$ cat src/rtl/proc_pkg.sv
// Shared definitions for the bus-processor control unit: opcodes, FSM states
// and the positions of the decoded fields inside the stored instruction bits.
package proc_pkg;

  localparam logic [2:0] OP_MV   = 3'b000;
  localparam logic [2:0] OP_MVI  = 3'b001;
  localparam logic [2:0] OP_ADD  = 3'b010;
  localparam logic [2:0] OP_SUB  = 3'b011;
  localparam logic [2:0] OP_LD   = 3'b100;
  localparam logic [2:0] OP_ST   = 3'b101;
  localparam logic [2:0] OP_MVNZ = 3'b110;
  localparam logic [2:0] OP_NOP  = 3'b111;

  typedef enum logic [1:0] {
    S_IDLE = 2'd0,
    S_T1   = 2'd1,
    S_T2   = 2'd2,
    S_T3   = 2'd3
  } state_t;

  // Only the top 9 bits of the instruction word are kept: op, X, Y.
  localparam int IR_W   = 9;
  localparam int OP_MSB = 8;
  localparam int X_MSB  = 5;
  localparam int Y_MSB  = 2;

endpackage

$ cat src/rtl/proc_control_if.sv
// Control bundle between the control FSM (master) and the datapath (slave).
interface proc_control_if #(
  parameter int DATA_W = 16
);
  logic              run;
  logic [DATA_W-1:0] din;
  logic              g_zero;
  logic              dinout;
  logic [7:0]        r_out;
  logic              g_out;
  logic              dout_out;
  logic [7:0]        r_in;
  logic              a_in;
  logic              g_in;
  logic              add_sub;
  logic              addr_in;
  logic              dout_in;
  logic              w_d;
  logic              done;

  modport master (
    input  run, din, g_zero,
    output dinout, r_out, g_out, dout_out, r_in, a_in, g_in, add_sub,
           addr_in, dout_in, w_d, done
  );

  modport slave (
    output run, din, g_zero,
    input  dinout, r_out, g_out, dout_out, r_in, a_in, g_in, add_sub,
           addr_in, dout_in, w_d, done
  );
endinterface

$ cat src/rtl/proc_control_dec3to8.sv
// 3-to-8 one-hot decoder with enable; all outputs low when disabled.
module dec3to8 (
  input  logic       en,
  input  logic [2:0] sel,
  output logic [7:0] y
);

  always_comb begin
    y = 8'h00;
    if (en) y[sel] = 1'b1;
  end

endmodule

$ cat src/rtl/proc_control.sv
// Control FSM of the 8-register bus processor: latches the instruction on run
// and sequences bus selects and load enables over 1-3 execute cycles.
module proc_control
  import proc_pkg::*;
#(
  parameter int DATA_W = 16
) (
  input logic             clock,
  input logic             reset,
  proc_control_if.master  bus
);

  state_t          state;
  logic [IR_W-1:0] ir;
  logic [2:0]      op, rx, ry;

  logic       src_en, dst_en;
  logic [2:0] src_sel, dst_sel;
  logic [7:0] r_out_c, r_in_c;
  logic       dinout_c, g_out_c, a_in_c, g_in_c, add_sub_c;
  logic       addr_in_c, dout_in_c, w_d_c, done_c;

  assign op = ir[OP_MSB -: 3];
  assign rx = ir[X_MSB -: 3];
  assign ry = ir[Y_MSB -: 3];

  // done marks the final cycle of every instruction, so it alone decides
  // whether the sequence returns to IDLE or advances.
  always_ff @(posedge clock) begin
    if (reset) begin
      state <= S_IDLE;
      ir    <= '0;
    end else begin
      case (state)
        S_IDLE: if (bus.run) begin
          ir    <= bus.din[DATA_W-1 -: IR_W];
          state <= S_T1;
        end
        S_T1:    state <= done_c ? S_IDLE : S_T2;
        S_T2:    state <= done_c ? S_IDLE : S_T3;
        S_T3:    state <= S_IDLE;
        default: state <= S_IDLE;
      endcase
    end
  end

  always_comb begin
    src_en    = 1'b0;
    src_sel   = 3'd0;
    dst_en    = 1'b0;
    dst_sel   = 3'd0;
    dinout_c  = 1'b0;
    g_out_c   = 1'b0;
    a_in_c    = 1'b0;
    g_in_c    = 1'b0;
    add_sub_c = 1'b0;
    addr_in_c = 1'b0;
    dout_in_c = 1'b0;
    w_d_c     = 1'b0;
    done_c    = 1'b0;
    case (state)
      S_T1: case (op)
        OP_MV:   begin src_en = 1'b1; src_sel = ry; dst_en = 1'b1; dst_sel = rx; done_c = 1'b1; end
        OP_MVI:  begin dinout_c = 1'b1; dst_en = 1'b1; dst_sel = rx; done_c = 1'b1; end
        OP_ADD, OP_SUB: begin src_en = 1'b1; src_sel = rx; a_in_c = 1'b1; end
        OP_LD, OP_ST:   begin src_en = 1'b1; src_sel = ry; addr_in_c = 1'b1; end
        OP_MVNZ: begin
          src_en  = !bus.g_zero;
          src_sel = ry;
          dst_en  = !bus.g_zero;
          dst_sel = rx;
          done_c  = 1'b1;
        end
        default: done_c = 1'b1;
      endcase
      S_T2: case (op)
        OP_ADD, OP_SUB: begin
          src_en    = 1'b1;
          src_sel   = ry;
          g_in_c    = 1'b1;
          add_sub_c = (op == OP_SUB);
        end
        OP_ST: begin
          src_en    = 1'b1;
          src_sel   = rx;
          dout_in_c = 1'b1;
          w_d_c     = 1'b1;
          done_c    = 1'b1;
        end
        default: ;
      endcase
      // Load data arrives on din one cycle after the address was issued.
      S_T3: case (op)
        OP_ADD, OP_SUB: begin g_out_c = 1'b1; dst_en = 1'b1; dst_sel = rx; done_c = 1'b1; end
        OP_LD:          begin dinout_c = 1'b1; dst_en = 1'b1; dst_sel = rx; done_c = 1'b1; end
        default: ;
      endcase
      default: ;
    endcase
  end

  dec3to8 u_src_dec (
    .en  (src_en),
    .sel (src_sel),
    .y   (r_out_c)
  );

  dec3to8 u_dst_dec (
    .en  (dst_en),
    .sel (dst_sel),
    .y   (r_in_c)
  );

  assign bus.dinout   = dinout_c;
  assign bus.r_out    = r_out_c;
  assign bus.g_out    = g_out_c;
  assign bus.dout_out = 1'b0;
  assign bus.r_in     = r_in_c;
  assign bus.a_in     = a_in_c;
  assign bus.g_in     = g_in_c;
  assign bus.add_sub  = add_sub_c;
  assign bus.addr_in  = addr_in_c;
  assign bus.dout_in  = dout_in_c;
  assign bus.w_d      = w_d_c;
  assign bus.done     = done_c;

endmodule
$ cat src/flat_wrapper.sv
// flat-port wrapper written by rule: the top's interface ports become plain ports
module proc_control_flat import proc_pkg::*;
#(
  parameter int DATA_W = 16
)
  (clock, reset, bus_run, bus_din, bus_g_zero, bus_dinout, bus_r_out, bus_g_out, bus_dout_out, bus_r_in, bus_a_in, bus_g_in, bus_add_sub, bus_addr_in, bus_dout_in, bus_w_d, bus_done);
  proc_control_if #(.DATA_W(DATA_W)) bus_i ();
  input logic clock;
  input logic reset;
  input wire logic [$bits(bus_i.run)-1:0] bus_run;
  input wire logic [$bits(bus_i.din)-1:0] bus_din;
  input wire logic [$bits(bus_i.g_zero)-1:0] bus_g_zero;
  output wire logic [$bits(bus_i.dinout)-1:0] bus_dinout;
  output wire logic [$bits(bus_i.r_out)-1:0] bus_r_out;
  output wire logic [$bits(bus_i.g_out)-1:0] bus_g_out;
  output wire logic [$bits(bus_i.dout_out)-1:0] bus_dout_out;
  output wire logic [$bits(bus_i.r_in)-1:0] bus_r_in;
  output wire logic [$bits(bus_i.a_in)-1:0] bus_a_in;
  output wire logic [$bits(bus_i.g_in)-1:0] bus_g_in;
  output wire logic [$bits(bus_i.add_sub)-1:0] bus_add_sub;
  output wire logic [$bits(bus_i.addr_in)-1:0] bus_addr_in;
  output wire logic [$bits(bus_i.dout_in)-1:0] bus_dout_in;
  output wire logic [$bits(bus_i.w_d)-1:0] bus_w_d;
  output wire logic [$bits(bus_i.done)-1:0] bus_done;
  assign bus_i.run = bus_run;
  assign bus_i.din = bus_din;
  assign bus_i.g_zero = bus_g_zero;
  assign bus_dinout = bus_i.dinout;
  assign bus_r_out = bus_i.r_out;
  assign bus_g_out = bus_i.g_out;
  assign bus_dout_out = bus_i.dout_out;
  assign bus_r_in = bus_i.r_in;
  assign bus_a_in = bus_i.a_in;
  assign bus_g_in = bus_i.g_in;
  assign bus_add_sub = bus_i.add_sub;
  assign bus_addr_in = bus_i.addr_in;
  assign bus_dout_in = bus_i.dout_in;
  assign bus_w_d = bus_i.w_d;
  assign bus_done = bus_i.done;
  proc_control #(.DATA_W(DATA_W)) u_core (.clock(clock), .reset(reset), .bus(bus_i));
endmodule
$ cat config.mk
export PLATFORM = sky130hd
export DESIGN_NAME = proc_control_flat
export DESIGN_NICKNAME = d
export VERILOG_FILES = /design/src/rtl/proc_pkg.sv /design/src/rtl/proc_control_if.sv /design/src/rtl/proc_control_dec3to8.sv /design/src/rtl/proc_control.sv /design/src/flat_wrapper.sv
export SDC_FILE = /design/constraint.sdc
export NUM_CORES = 1
export LEC_CHECK = 0
export BUFFER_PORTS_ARGS = -buffer_cell sky130_fd_sc_hd__buf_2
export CAP_MARGIN = 15
export CORE_MARGIN = 10
export CORE_UTILIZATION = 25
export CTS_CLUSTER_SIZE = 20
export DETAILED_ROUTE_END_ITERATION = 8
export SYNTH_ARGS = -nofsm -noshare
export SYNTH_HDL_FRONTEND = slang
export SYNTH_SLANG_ARGS = --single-unit
export TNS_END_PERCENT = 50
$ cat constraint.sdc
create_clock -name clock -period 1.7 [get_ports clock]
set_input_delay 0.255 -clock clock [delete_from_list [all_inputs] [get_ports clock]]
set_output_delay 0.255 -clock clock [all_outputs]
set_load 0.1 [all_outputs]
# Yosys cells after proc, flatten, opt, wreduce, memory -nomap -nowiden
# Index checks and enable logic that the tools add are counted.
# classes
n_eq_ne,10
n_bitwise,0
order_cmp,4
shifts,0
n_mux,37
mul,0
addsub,0
div_mod_pow,0
reduce_logical,15
# ops
op,n
one-hot mux 3 bit (2 select lines),4
two-way mux 1 bit,17
two-way mux 8 bit,2
one-hot mux 1 bit (2 select lines),5
"== test 3 bit, second input constant",3
OR reduction 3 bit,3
"< comparator 3 x 4 -> 1 bit, second input constant",2
one-hot mux 2 bit (4 select lines),1
OR reduction 4 bit,2
demux 1 bit (select 3 bit),2
"== test 3 x 2 -> 1 bit, second input constant",2
">= comparator 3 x 1 -> 1 bit, second input constant",2
two-way mux 2 bit,3
two-way mux 3 bit,2
OR reduction 2 bit,3
OR reduction 5 bit,1
"== test 2 bit, second input constant",2
"== test 3 x 1 -> 1 bit, second input constant",1
logical NOT 3 bit,1
one-hot mux 1 bit (3 select lines),1
"== test 2 x 1 -> 1 bit, second input constant",1
logical AND 1 bit,2
logical NOT 2 bit,1
"inequality test 2 bit, second input constant",1
2 further kinds,2
# totals
register_bits,11
mem_bits_ro,0
elab_cells,68
out_inout_bits,26
memories,0
in_bits,20
latchBits,0
ram_bits,0

# Longest topological paths before layout
# Gate-level depths: netlist of the first run.
# depth
ltp_word,9
depth_mapped,8
ltp_nobuf,7

# Cells and area by module
# From an unflattened synthesis of the first run, not the netlist that was laid out.
# hier_totals
cells_unflattened,119
hier_area_um2,987.2
# by_module_without_submodules
module,n_inst,area_per_inst_um2,cells_each,seq_area_each_um2
proc_control,1,795.8,103,220.2
dec3to8 (u_core.u_src_dec),1,96.3,8,0.0
dec3to8 (u_core.u_dst_dec),1,95.1,8,0.0

# Worst setup path after synthesis of the first run
# OpenSTA, ideal clock, no wires.
# synth_path
path_kind,register to output
start,register u_core.state[1]
end,output bus_r_out[0]
path_slack_ps,-2410
t_arrival_ps,3855
t_required_ps,1445
path_buffers,1
path_stages_with_launch,9
cell_sequence,dfxtp_1 > inv_1 > ha_1 > buf_6 > nand3b_2 > inv_1 > o21ai_0 > nand4_1 > nor3_1
# synth_between
elab_chain_cells,7
elab_cells_between_ends,10
cone_classes,order compare (2); eq/ne (2); mux (5); reduce/logical (1)
# synth_lines
item,line,text
start: declaration,proc_control.sv:13,state_t state;
start signal: assignment,proc_control.sv:39,S_T1: state <= done_c ? S_IDLE : S_T2;
start signal: assignment,proc_control.sv:40,S_T2: state <= done_c ? S_IDLE : S_T3;
== test 2 bit or == test 2 x 1 -> 1 bit (tied branches),proc_control.sv:61,case (state)
one-hot mux 3 bit (2 select lines),proc_control.sv:61,
< comparator 3 x 4 -> 1 bit (implied by the code) or >= comparator 3 x 1 -> 1 bit (tied branches),proc_control_dec3to8.sv:10,if (en) y[sel] = 1'b1;
logical AND 1 bit (implied by the code),proc_control_dec3to8.sv:10,
two-way mux 1 bit (implied by the code),proc_control_dec3to8.sv:10,
demux 1 bit (select 3 bit),proc_control_dec3to8.sv:10,
two-way mux 8 bit *,proc_control_dec3to8.sv:10,
end: declaration,flat_wrapper.sv:14,output wire logic [$bits(bus_i.r_out)-1:0] bus_r_out;
# Mark *: on every way between the ends. The rest lies on a longest branch, timed or not.

# Final worst setup path of the first run
# layout_path
start,register u_core.state[1]
end,output bus_r_in[4]
# layout_between
elab_chain_cells,7
elab_cells_between_ends,10
cone_classes,order compare (2); eq/ne (2); mux (5); reduce/logical (1)
# layout_lines
item,line,text
== test 2 bit or == test 2 x 1 -> 1 bit (tied branches),proc_control.sv:61,
one-hot mux 3 bit (2 select lines),proc_control.sv:61,
< comparator 3 x 4 -> 1 bit (implied by the code) or >= comparator 3 x 1 -> 1 bit (tied branches),proc_control_dec3to8.sv:10,
logical AND 1 bit (implied by the code),proc_control_dec3to8.sv:10,
two-way mux 1 bit (implied by the code),proc_control_dec3to8.sv:10,
demux 1 bit (select 3 bit),proc_control_dec3to8.sv:10,
two-way mux 8 bit *,proc_control_dec3to8.sv:10,
end: declaration,flat_wrapper.sv:17,output wire logic [$bits(bus_i.r_in)-1:0] bus_r_in;
# Marks and branches as above.

==> results.md, run 1 <==
- Most frequent cells in the layout: 45 x buf_4, 27 x buf_12, 13 x nor3_4, 12 x buf_2
- Post-CTS Hold Buffers: 0
- Nets: between 200 and 300
- Pwr/cell area: 522.9 mW/mm2
- Final Wtd Congestion: between 0.8 and 0.9
- Via/cell ratio: 5.024
- Comb pwr share: 56.9%
- R2r endpoint: u_core.state[0]
- Worst vdd ir: 0.6045 mV
- Switching power: 563.6 uW
- Post-synthesis sequential area ratio: between 10% and 20%
- Top cells by area, synth: dfxtp_1 20%, a21oi_1 6.7%, nor3_1 6.2%, ha_1 5.6%, nand3_1 4.9%
- P_int: 790.9 uW
- Clk pwr share: about 19%
- Worst Tran Pin Value: approximately 530 ps
- Clk sinks: 11
- WP buf/inv: 5
- Yosys cell types: 44
- Post-synth EDFFs: 0
- Relative slew slack: about 65%
- CTS HTree Levels: 1
- Critical Path AT: 2150 ps
- Clock Root Buffer: clkbuf_8
- Fillers: 324
- Final core occ: between 50 and 60%
- First-pass GRT wire length: 6734 um
- Hold Path Class: in -> reg
- Switching share of power: 41.61%
- CTS tree: yes
- Cells along the critical path: inv_4 -> ha_4 -> buf_6 -> buf_6 -> nor2_4 -> o32ai_2 -> buf_4 -> nand2_4 -> nor4_4 -> buf_12
- Worst-path clk slew: approximately 50 ps
- Fmax: 415.9 MHz
- Outcome: complete, but fails checks
- Share of cells above drive strength 1: 66.53%
- Post-Synth XOR/XNOR Area: 0%
- Max cap viols: 0
- Die area: around 0.0076 mm2
- Io pins: 46
- Crit path depth: 10
- Clock skew: 1.459 ps
- Largest family of logic cells by synthesized area: simple AND/OR/NAND/NOR gates
- Cell repeated most along the worst path: buf_6
- CP delay by family, top: buffers and inverters
- Total gr overflow: 0
- Syn Std Cell Area: 0.001124 mm2
- Wire length per cell: 14.90 um
- Yosys top cell by area: dfxtp_1
- Largest net degree at the start of global routing: 13
- Crit end category: output pin
- Main synth FF type: dfxtp_1
- WP data required: 1440 ps
- CP max stage delay: around 360 ps
- Syn nets: 177
- Hold depth: 3
- Post-route ant nets: 0
- Via count: 1447
- Mean Syn Cell Area: 7.392 um2
- Finish-stage setup viols: 26
- Ys async rst share: 0%
- Leakage Power: between 0.001 and 0.0015 uW
- Fin worst setup slack: -704.4 ps
- RSZ-0062 raised after global routing: true
- Worst Hold Endpoint: u_core.ir[8]
- Startpoint types: flip-flop
- Initial core utilization: 25.80%
- PortBufs: 37
- Diode count: 0
- Core area: 0.004354 mm2
- Commonest non-fill, non-tap cell in the layout: buf_4
- Final Cycle Share: 141.4%
- Pre-Repair DR Iteration Count: 4
- Compound-Gate Fraction of Synth Area: roughly a quarter
- Die X: about 87 um
- Final WL: 4292 um
- #FFs+latches synth: 11
- Max-slew violations: 0
- Detail Placement HPWL: 3098 um
- Die height: 87.04 um
- Setup TNS: -11540 ps
- Final hold vios: 0
- Critical path's slowest cell: dfxtp_4
- Antenna violations before repair: 0
- CTS buffer count: 3
- Hold WS: 266.4 ps
- Total track usage: 10.53%
- Failing checks: setup timing
- Post-synthesis simple-gate area fraction: 37.86%
- Multiplexer area fraction after synthesis: 0.8909%
- Post-Place Setup Slack: -534.6 ps
- Syn. warnings: 0
- Post-synthesis adder-cell area fraction: 5.568%
- Worst skew pair latency: 240 ps
- Area occupied by multi-input gates: 0.001184 mm2
- Inst Count DP: 266
- CTS Buffer Depth: 2
- DR DRC count: 0
- Vias in the first global route: 1524
- Seq pwr share: 23.8%
- DR iter-0 viols: 64
- Tmin final: 2404 ps
- Area share of the largest cell type after synthesis: 19.60%
- Final Non-Filler Cells: 288
- Hold wc startpoint: bus_din[15]
- Synth Instances: 152
- R2R depth: 10
- R2R setup slack: -230 ps
- Cell row count: 24
- R2r startpoint: u_core.state[1]
- Reg area: 232.7 um2
- Critical path type: reg -> out
- Critical path peak fanout: 8
- Layout area overhead: 130.5%
-- flip-flops by register name, indices dropped and copies added (netlist names) --
register	count
u_core.ir	9
u_core.state	2
-- final cells by class --
| class | instances | area share, % |
|---|---|---|
| clock buffers | 4 | 1.739 |
| well taps | 52 | 2.512 |
| multi-input cells | 123 | 45.70 |
| repair buffers | 92 | 39.71 |
| flip-flops and latches | 11 | 8.986 |
| inverters | 6 | 1.353 |
-- worst max path at each step --
stage	from	end	slack [ps]
floorplan	u_core.state[0]	bus_r_out[0]	-1220
global placement	u_core.state[1]	bus_r_out[7]	-480
detailed placement	u_core.state[1]	bus_r_out[3]	-530
CTS	u_core.state[1]	bus_r_out[4]	-600
global route	u_core.state[1]	bus_r_in[4]	-760
finish	u_core.state[1]	bus_r_in[4]	-700
-- timing repair --
action                     4_1_cts  5_1_grt
resized for setup               42       16
pin swaps                       20       17
setup endpoints to repair       27       26
setup buffers                    7       11
-- kinds of logic after synthesis --
| family | Yosys count |
|---|---|
| AOI/OAI and AO/OA | 40 |
| DFF | 11 |
| adders and majority gates | 5 |
| and+or+nand+nor | 76 |
| muxes | 1 |
| buffers and inverters | 18 |
| other | 1 |
-- cells in the mapped netlist (4+ instances only) --
cell and number:
nand3_1 11, buf_4 4, a21oi_1 15, nand2_1 13, inv_1 6, nor3_1 14
nand2b_1 4, clkbuf_1 4, ha_1 5, dfxtp_1 11, nor2_1 11, buf_6 4
-- worst register-to-register path: stages, from the launching register on --
cell	delay, ps
dfxtp_4	360
inv_4	60
ha_4	170
buf_6	120
buf_4	120
buf_6	100
nor2b_1	40
a311o_1	350
buf_4	150
a311oi_2	260
a211oi_1	70
-- per-layer routing --
metal	track usage, %	wire length [um]	up-vias
met5	0	0	-
met4	2.946	29	0
met3	2.247	180	4
met2	19.65	2253	29
met1	11.51	1829	687
li1	-	-	727
-- stage by stage --
stage,power (uW),cell area [um2]
after floorplan,708.8,1335
after global placement,922.2,2161
after detailed placement,933.8,2161
after CTS,1270,2435
after global routing,1420,2590
final,1354,2590
-- power by group through the flow --
| stage | Combinational, uW | Sequential [uW] | Clock (uW) |
|---|---|---|---|
| 2_1_floorplan | 405 | 304 | 0 |
| 3_3_place_gp | 604 | 319 | 0 |
| 3_5_place_dp | 613 | 321 | 0 |
| 4_1_cts | 684 | 320 | 265 |
| 5_1_grt | 815 | 325 | 280 |
| 6_report | 770 | 323 | 261 |
Power figures use the tool's default switching activity.
==> run 2: changes to the inputs <==
--- a/config.mk
+++ b/config.mk
@@ -5,12 +5,12 @@
 export SDC_FILE = /design/constraint.sdc
 export NUM_CORES = 1
 export LEC_CHECK = 0
-export BUFFER_PORTS_ARGS = -buffer_cell sky130_fd_sc_hd__buf_2
 export CAP_MARGIN = 15
 export CORE_MARGIN = 10
 export CORE_UTILIZATION = 25
 export CTS_CLUSTER_SIZE = 20
 export DETAILED_ROUTE_END_ITERATION = 8
+export DONT_BUFFER_PORTS = 1
 export SYNTH_ARGS = -nofsm -noshare
 export SYNTH_HDL_FRONTEND = slang
 export SYNTH_SLANG_ARGS = --single-unit
==> results.md, run 2 (same netlist as run 1, synthesis figures left out) <==
- Outcome: complete, but fails checks
- Failing checks: setup timing
- Cell row count: 24 (unchanged)
- CTS Buffer Depth: 2 (unchanged)
- DR WL met2: 2035 um (-9.7%)
- Via/cell ratio: 5.078 (+1.1%)
- Worst vdd ir: 0.5057 mV (-16%)
- Initial core utilization: 25.80% (unchanged)
- Wire length per cell: 14.99 um (+0.55%)
- Relative slew slack: 65.74% (+0.96 points)
- Fillers: 360 (+11%)
- Die X: 87.04 um (unchanged)
- Die height: 87.04 um (unchanged)
- DR iter-0 viols: 62 (-3.1%)
- Top sig layer: met4
- Share of cells above drive strength 1: 63.13% (-3.4 points)
- Worst skew pair latency: 230 ps (about the same)
- Worst Tran Pin Value: 513.9 ps (-14.35 ps)
- Clock Root Buffer: clkbuf_8
- RSZ-0062 raised after global routing: true
- DR DRC count: 0 (unchanged)
- Post-route ant nets: 0 (unchanged)
- Clock skew: 0.4986 ps (-0.9601 ps)
- Clk sinks: 11 (unchanged)
- Startpoint types: flip-flop
- Final Cycle Share: 137.1% (-4.3 points)
- PortBufs: 0 (-100%)
- CTS tree: yes
- Via count: 1366 (-5.6%)
- Largest net degree at the start of global routing: 12 (-1)
- Inst Count DP: 258 (-3.0%)
- Pre-Repair DR Iteration Count: 4 (unchanged)
- Final WL: 4031 um (-6.1%)
- Core area: 0.004354 mm2 (unchanged)
- WP data required: 1440 ps (about the same)
- Layout area overhead: 117.4%
- Commonest non-fill, non-tap cell in the layout: buf_4
- Nets: 243 (-7.3%)
- Pwr/cell area: 524.2 mW/mm2 (+0.25%)
- Critical path peak fanout: 5 (-3)
- WP buf/inv: 5 (unchanged)
- Total gr overflow: 0 (unchanged)
- Post-Route M1 WL: 1680 um (-8.1%)
- Io pins: 46 (unchanged)
- Most frequent cells in the layout: 40 x buf_4, 26 x buf_12, 12 x nor3_4, 11 x nand2_1, 11 x a21oi_1
- Total Power: 1280 uW (-5.5%)
- Final Wtd Congestion: 0.8721 (+5.6%)
- Final hold vios: 0 (unchanged)
- Max-slew violations: 0 (unchanged)
- Antenna violations before repair: 0 (unchanged)
- Tmin final: 2331 ps (-73.91 ps)
- CP delay by family, top: buffers and inverters
- Routed wl met3: 252 um (+40%)
- Critical Path AT: 2080 ps (-70 ps)
- Top flop regs: u_core.ir x9, u_core.state x2
- Total track usage: 10.48% (-0.049 points)
- Detail Placement HPWL: 3025 um (-2.4%)
- Fmax: 429.1 MHz (+3.2%)
- Vias in the first global route: 1381 (-9.4%)
- Diode count: 0 (unchanged)
- CTS HTree Levels: 1 (unchanged)
- Largest register FFs: 9 (unchanged)
- Critical path's slowest cell: dfxtp_4
- Post-CTS Hold Buffers: 0 (unchanged)
- Die area: 0.007576 mm2 (unchanged)
- Max cap viols: 0 (unchanged)
- First-pass GRT wire length: 6534 um (-3.0%)
- Fin worst setup slack: -630.5 ps (+73.91 ps)
- Finish-stage setup viols: 24 (-7.7%)
- CP max stage delay: 380 ps (+20 ps)
- Biggest register: u_core.ir
- Hold WS: 75.74 ps (-190.6 ps)
- Cells along the critical path: inv_4 -> ha_4 -> nand4b_1 -> buf_4 -> clkinvlp_4 -> o21ai_2 -> nand4_1 -> buf_6 -> nor3_4 -> buf_12
- CTS buffer count: 3 (unchanged)
- Crit end category: output pin
- Hold Path Class: in -> reg
- Worst-path clk slew: 50 ps (about the same)
- Critical path type: reg -> out
- Final Non-Filler Cells: 269 (-6.6%)
- Leakage Power: 0.0009746 uW (-8.3%)
==> run 2: per-stage QoR <==
stage               cell area (um2)  setup TNS [ps]  utilization, %  worst slack, ps
floorplan                      1335          -17840               -            -1224
global placement               2146           -5876           49.28           -476.7
detailed placement             2146           -6367           49.28           -500.7
CTS                            2305           -9999           52.93           -610.2
global route                   2442          -12110           56.09           -724.1
finish                         2442           -9883           56.09           -630.5
==> run 2: repair_timing <==
| action | in CTS | in global routing |
|---|---|---|
| hold endpoints to repair | 0 | 0 |
| setup endpoints to repair | 26 | 26 |
| gates resized for setup | 23 | 23 |
| pin swaps | 9 | 7 |
| buffers inserted | 3 | 4 |
==> run 2: power breakdown <==
part | internal, uW | total (uW) | switching (uW)
Sequential | 281 | 317 | 36.2
Combinational | 304 | 706 | 402
Clock | 164 | 258 | 93.4
Total | 749 | 1280 | 531
==> run 2: area by class of cell <==
| class | count | area [um2] | area share, % |
|---|---|---|---|
| Inverter | 6 | 37.54 | 1.537 |
| Multi-Input combinational cell | 123 | 1157 | 47.39 |
| Timing Repair Buffer | 73 | 903.4 | 36.99 |
| Tap cell | 52 | 65.06 | 2.664 |
| Clock buffer | 4 | 45.04 | 1.844 |
| Sequential cell | 11 | 234.0 | 9.580 |
==> run 2: worst paths after layout <==
check / startpoint / endpoint / cells after the start / slack [ps]
worst max-delay path: u_core.state[0] / bus_r_out[0] / 10 / -630
worst min-delay path: reset / u_core.ir[7] / 1 / 80
worst max register to register: u_core.state[1] / u_core.state[0] / 8 / -190
worst min register to register: u_core.ir[2] / u_core.ir[2] / 2 / 510
==> run 2: layer usage <==
| metal | up-vias | GRT usage, % |
|---|---|---|
| li1 | 686 | - |
| met4 | 0 | 3.682 |
| met5 | - | 0 |
| met3 | 6 | 3.277 |
| met1 | 643 | 12.40 |
| met2 | 31 | 17.32 |
==> run 3: changes to the inputs <==
--- a/config.mk
+++ b/config.mk
@@ -11,6 +11,7 @@
 export CTS_CLUSTER_SIZE = 20
 export DETAILED_ROUTE_END_ITERATION = 8
 export DONT_BUFFER_PORTS = 1
+export MAX_ROUTING_LAYER = met4
 export SYNTH_ARGS = -nofsm -noshare
 export SYNTH_HDL_FRONTEND = slang
 export SYNTH_SLANG_ARGS = --single-unit
==> results.md, run 3 (same netlist as run 1, synthesis figures left out) <==
- Hold Path Class: in -> reg
- Crit end category: output pin
- Diode count: 0 (unchanged)
- Critical Path AT: 2080 ps (about the same)
- Biggest register: u_core.ir
- Busiest grt layer: met2
- CP max stage delay: 380 ps (about the same)
- Largest register FFs: 9 (unchanged)
- Max cap viols: 0 (unchanged)
- Worst vdd ir: 0.5034 mV (-0.46%)
- Post-Place Setup Slack: -500.7 ps (unchanged)
- Hold depth: 1 (unchanged)
- Met2 Track Usage GR: 17.39% (+0.067 points)
- Most frequent cells in the layout: 40 x buf_4, 26 x buf_12, 12 x nor3_4, 11 x nand2_1, 11 x a21oi_1
- Wire length per cell: 14.84 um (-0.94%)
- First-pass GRT wire length: 6534 um (unchanged)
- Share of cells above drive strength 1: 63.13% (unchanged)
- Final WL: 3993 um (-0.94%)
- Via count: 1363 (-0.22%)
- Clock Root Buffer: clkbuf_8
- Cell row count: 24 (unchanged)
- Critical path peak fanout: 5 (unchanged)
- Fin area: 0.002442 mm2 (unchanged)
- Final hold vios: 0 (unchanged)
- Io pins: 46 (unchanged)
- Final Non-Filler Cells: 269 (unchanged)
- Total gr overflow: 0 (unchanged)
- Tmin final: 2332 ps (+1.166 ps)
- Vias in the first global route: 1382 (+0.072%)
- Finish-stage setup viols: 24 (unchanged)
- Grt met1 use: 12.78% (+0.38 points)
- Critical path's slowest cell: dfxtp_4
- Post-route ant nets: 0 (unchanged)
- Outcome: complete, but fails checks
- Worst-path clk slew: 50 ps (about the same)
- Cells along the critical path: inv_4 -> ha_4 -> nand4b_1 -> buf_4 -> clkinvlp_4 -> o21ai_2 -> nand4_1 -> buf_6 -> nor3_4 -> buf_12
- Worst Tran Pin Value: 513.8 ps (-0.1091 ps)
- R2R setup slack: -190 ps (about the same)
- Core area: 0.004354 mm2 (unchanged)
- DR iter-0 viols: 80 (+29%)
- Placed Instance Area: 0.002146 mm2 (unchanged)
- R2r endpoint: u_core.state[0]
- Clk sinks: 11 (unchanged)
- RSZ-0062 raised after global routing: true
- Hold wc startpoint: reset
- Die area: 0.007576 mm2 (unchanged)
- Inst Count DP: 258 (unchanged)
- GR Layer Usage met3: 2.434% (-0.84 points)
- Relative slew slack: 65.75% (about the same)
- Via/cell ratio: 5.067 (-0.22%)
- Startpoint types: flip-flop
- Commonest non-fill, non-tap cell in the layout: buf_4
- Max-slew violations: 0 (unchanged)
- CTS HTree Levels: 1 (unchanged)
- CTS Buffer Depth: 2 (unchanged)
- Antenna violations before repair: 0 (unchanged)
- Total track usage: 10.76% (+0.27 points)
- CTS tree: yes
- DR DRC count: 0 (unchanged)
- Largest net degree at the start of global routing: 12 (unchanged)
- Nets: 243 (unchanged)
- Detail Placement HPWL: 3025 um (unchanged)
- PortBufs: 0 (unchanged)
- Pre-Repair DR Iteration Count: 4 (unchanged)
- WP data required: 1440 ps (about the same)
- Final Wtd Congestion: 0.8863 (+1.6%)
- CTS buffer count: 3 (unchanged)
- Failing checks: setup timing
- Final Cycle Share: 137.2% (about the same)
- Critical path type: reg -> out
- Fmax: 428.9 MHz (about the same)
- Pwr/cell area: 523.0 mW/mm2 (-0.24%)
- Critical Path Start: u_core.state[0]
- Worst Hold Endpoint: u_core.ir[7]
- Clock skew: 1.519 ps (+1.021 ps)
- Worst skew pair latency: 230 ps (about the same)
- R2r startpoint: u_core.state[1]
- Die X: 87.04 um (unchanged)
- Fin worst setup slack: -631.7 ps (-1.166 ps)
- Top flop regs: u_core.ir x9, u_core.state x2
- Leakage Power: 0.0009746 uW (unchanged)
- Layout area overhead: 117.4% (unchanged)
- Die height: 87.04 um (unchanged)
- Post-CTS Hold Buffers: 0 (unchanged)
- Initial core utilization: 25.80% (unchanged)
- R2R depth: 8 (unchanged)
-- run 3: metal layers --
layer	up-vias	wire length, um
met4	0	62
met5	-	0
met3	6	244
li1	681	-
met1	643	1652
met2	33	2034
-- run 3: area by class of cell --
class	instances	area [um2]
multi-input cells	123	1157
well taps	52	65.06
flip-flops and latches	11	234.0
fillers	360	1912
inverters	6	37.54
clock buffers	4	45.04
repair buffers	73	903.4
-- run 3: repair_timing --
item | 4_1_cts | 5_1_grt
resized for setup | 23 | 23
pin swaps | 9 | 7
endpoints found under the setup margin | 26 | 26
buffers inserted | 3 | 4
-- run 3: power by group --
group | leakage (uW) | total (uW) | internal [uW] | switching (uW)
Clock | 0.0000228 | 256 | 164 | 92.1
Combinational | 0.000859 | 705 | 304 | 401
Sequential | 0.0000931 | 316 | 281 | 35.6
-- run 3: critical path: cells and delay by family (launching register included) --
kind | cells | cell delay, ps
AOI/OAI and AO/OA | 1 | 170
adders and majority gates | 1 | 170
buffers and inverters | 5 | 670
DFF | 1 | 380
and+or+nand+nor | 3 | 450
-- run 3: worst max path at each step --
stage | slack [ps] | cells after the start | endpoint
finish | -630 | 10 | bus_r_out[0]
global route | -720 | 10 | bus_r_out[1]
CTS | -610 | 7 | bus_r_out[4]
detailed placement | -500 | 7 | bus_r_out[2]
global placement | -480 | 7 | bus_r_out[0]
floorplan | -1220 | 7 | bus_r_out[0]
-- run 3: metrics by stage --
| stage | hold slack (ps) | util (%) | power [uW] | TNS (ps) |
|---|---|---|---|---|
| after floorplan | 320.3 | - | 708.8 | -17840 |
| after global placement | 323.8 | 49.28 | 917.4 | -5876 |
| after detailed placement | 326.8 | 49.28 | 925.8 | -6367 |
| after CTS | 69.18 | 52.93 | 1224 | -9999 |
| after global routing | 65.46 | 56.09 | 1352 | -12100 |
| final | 75.55 | 56.09 | 1277 | -9899 |
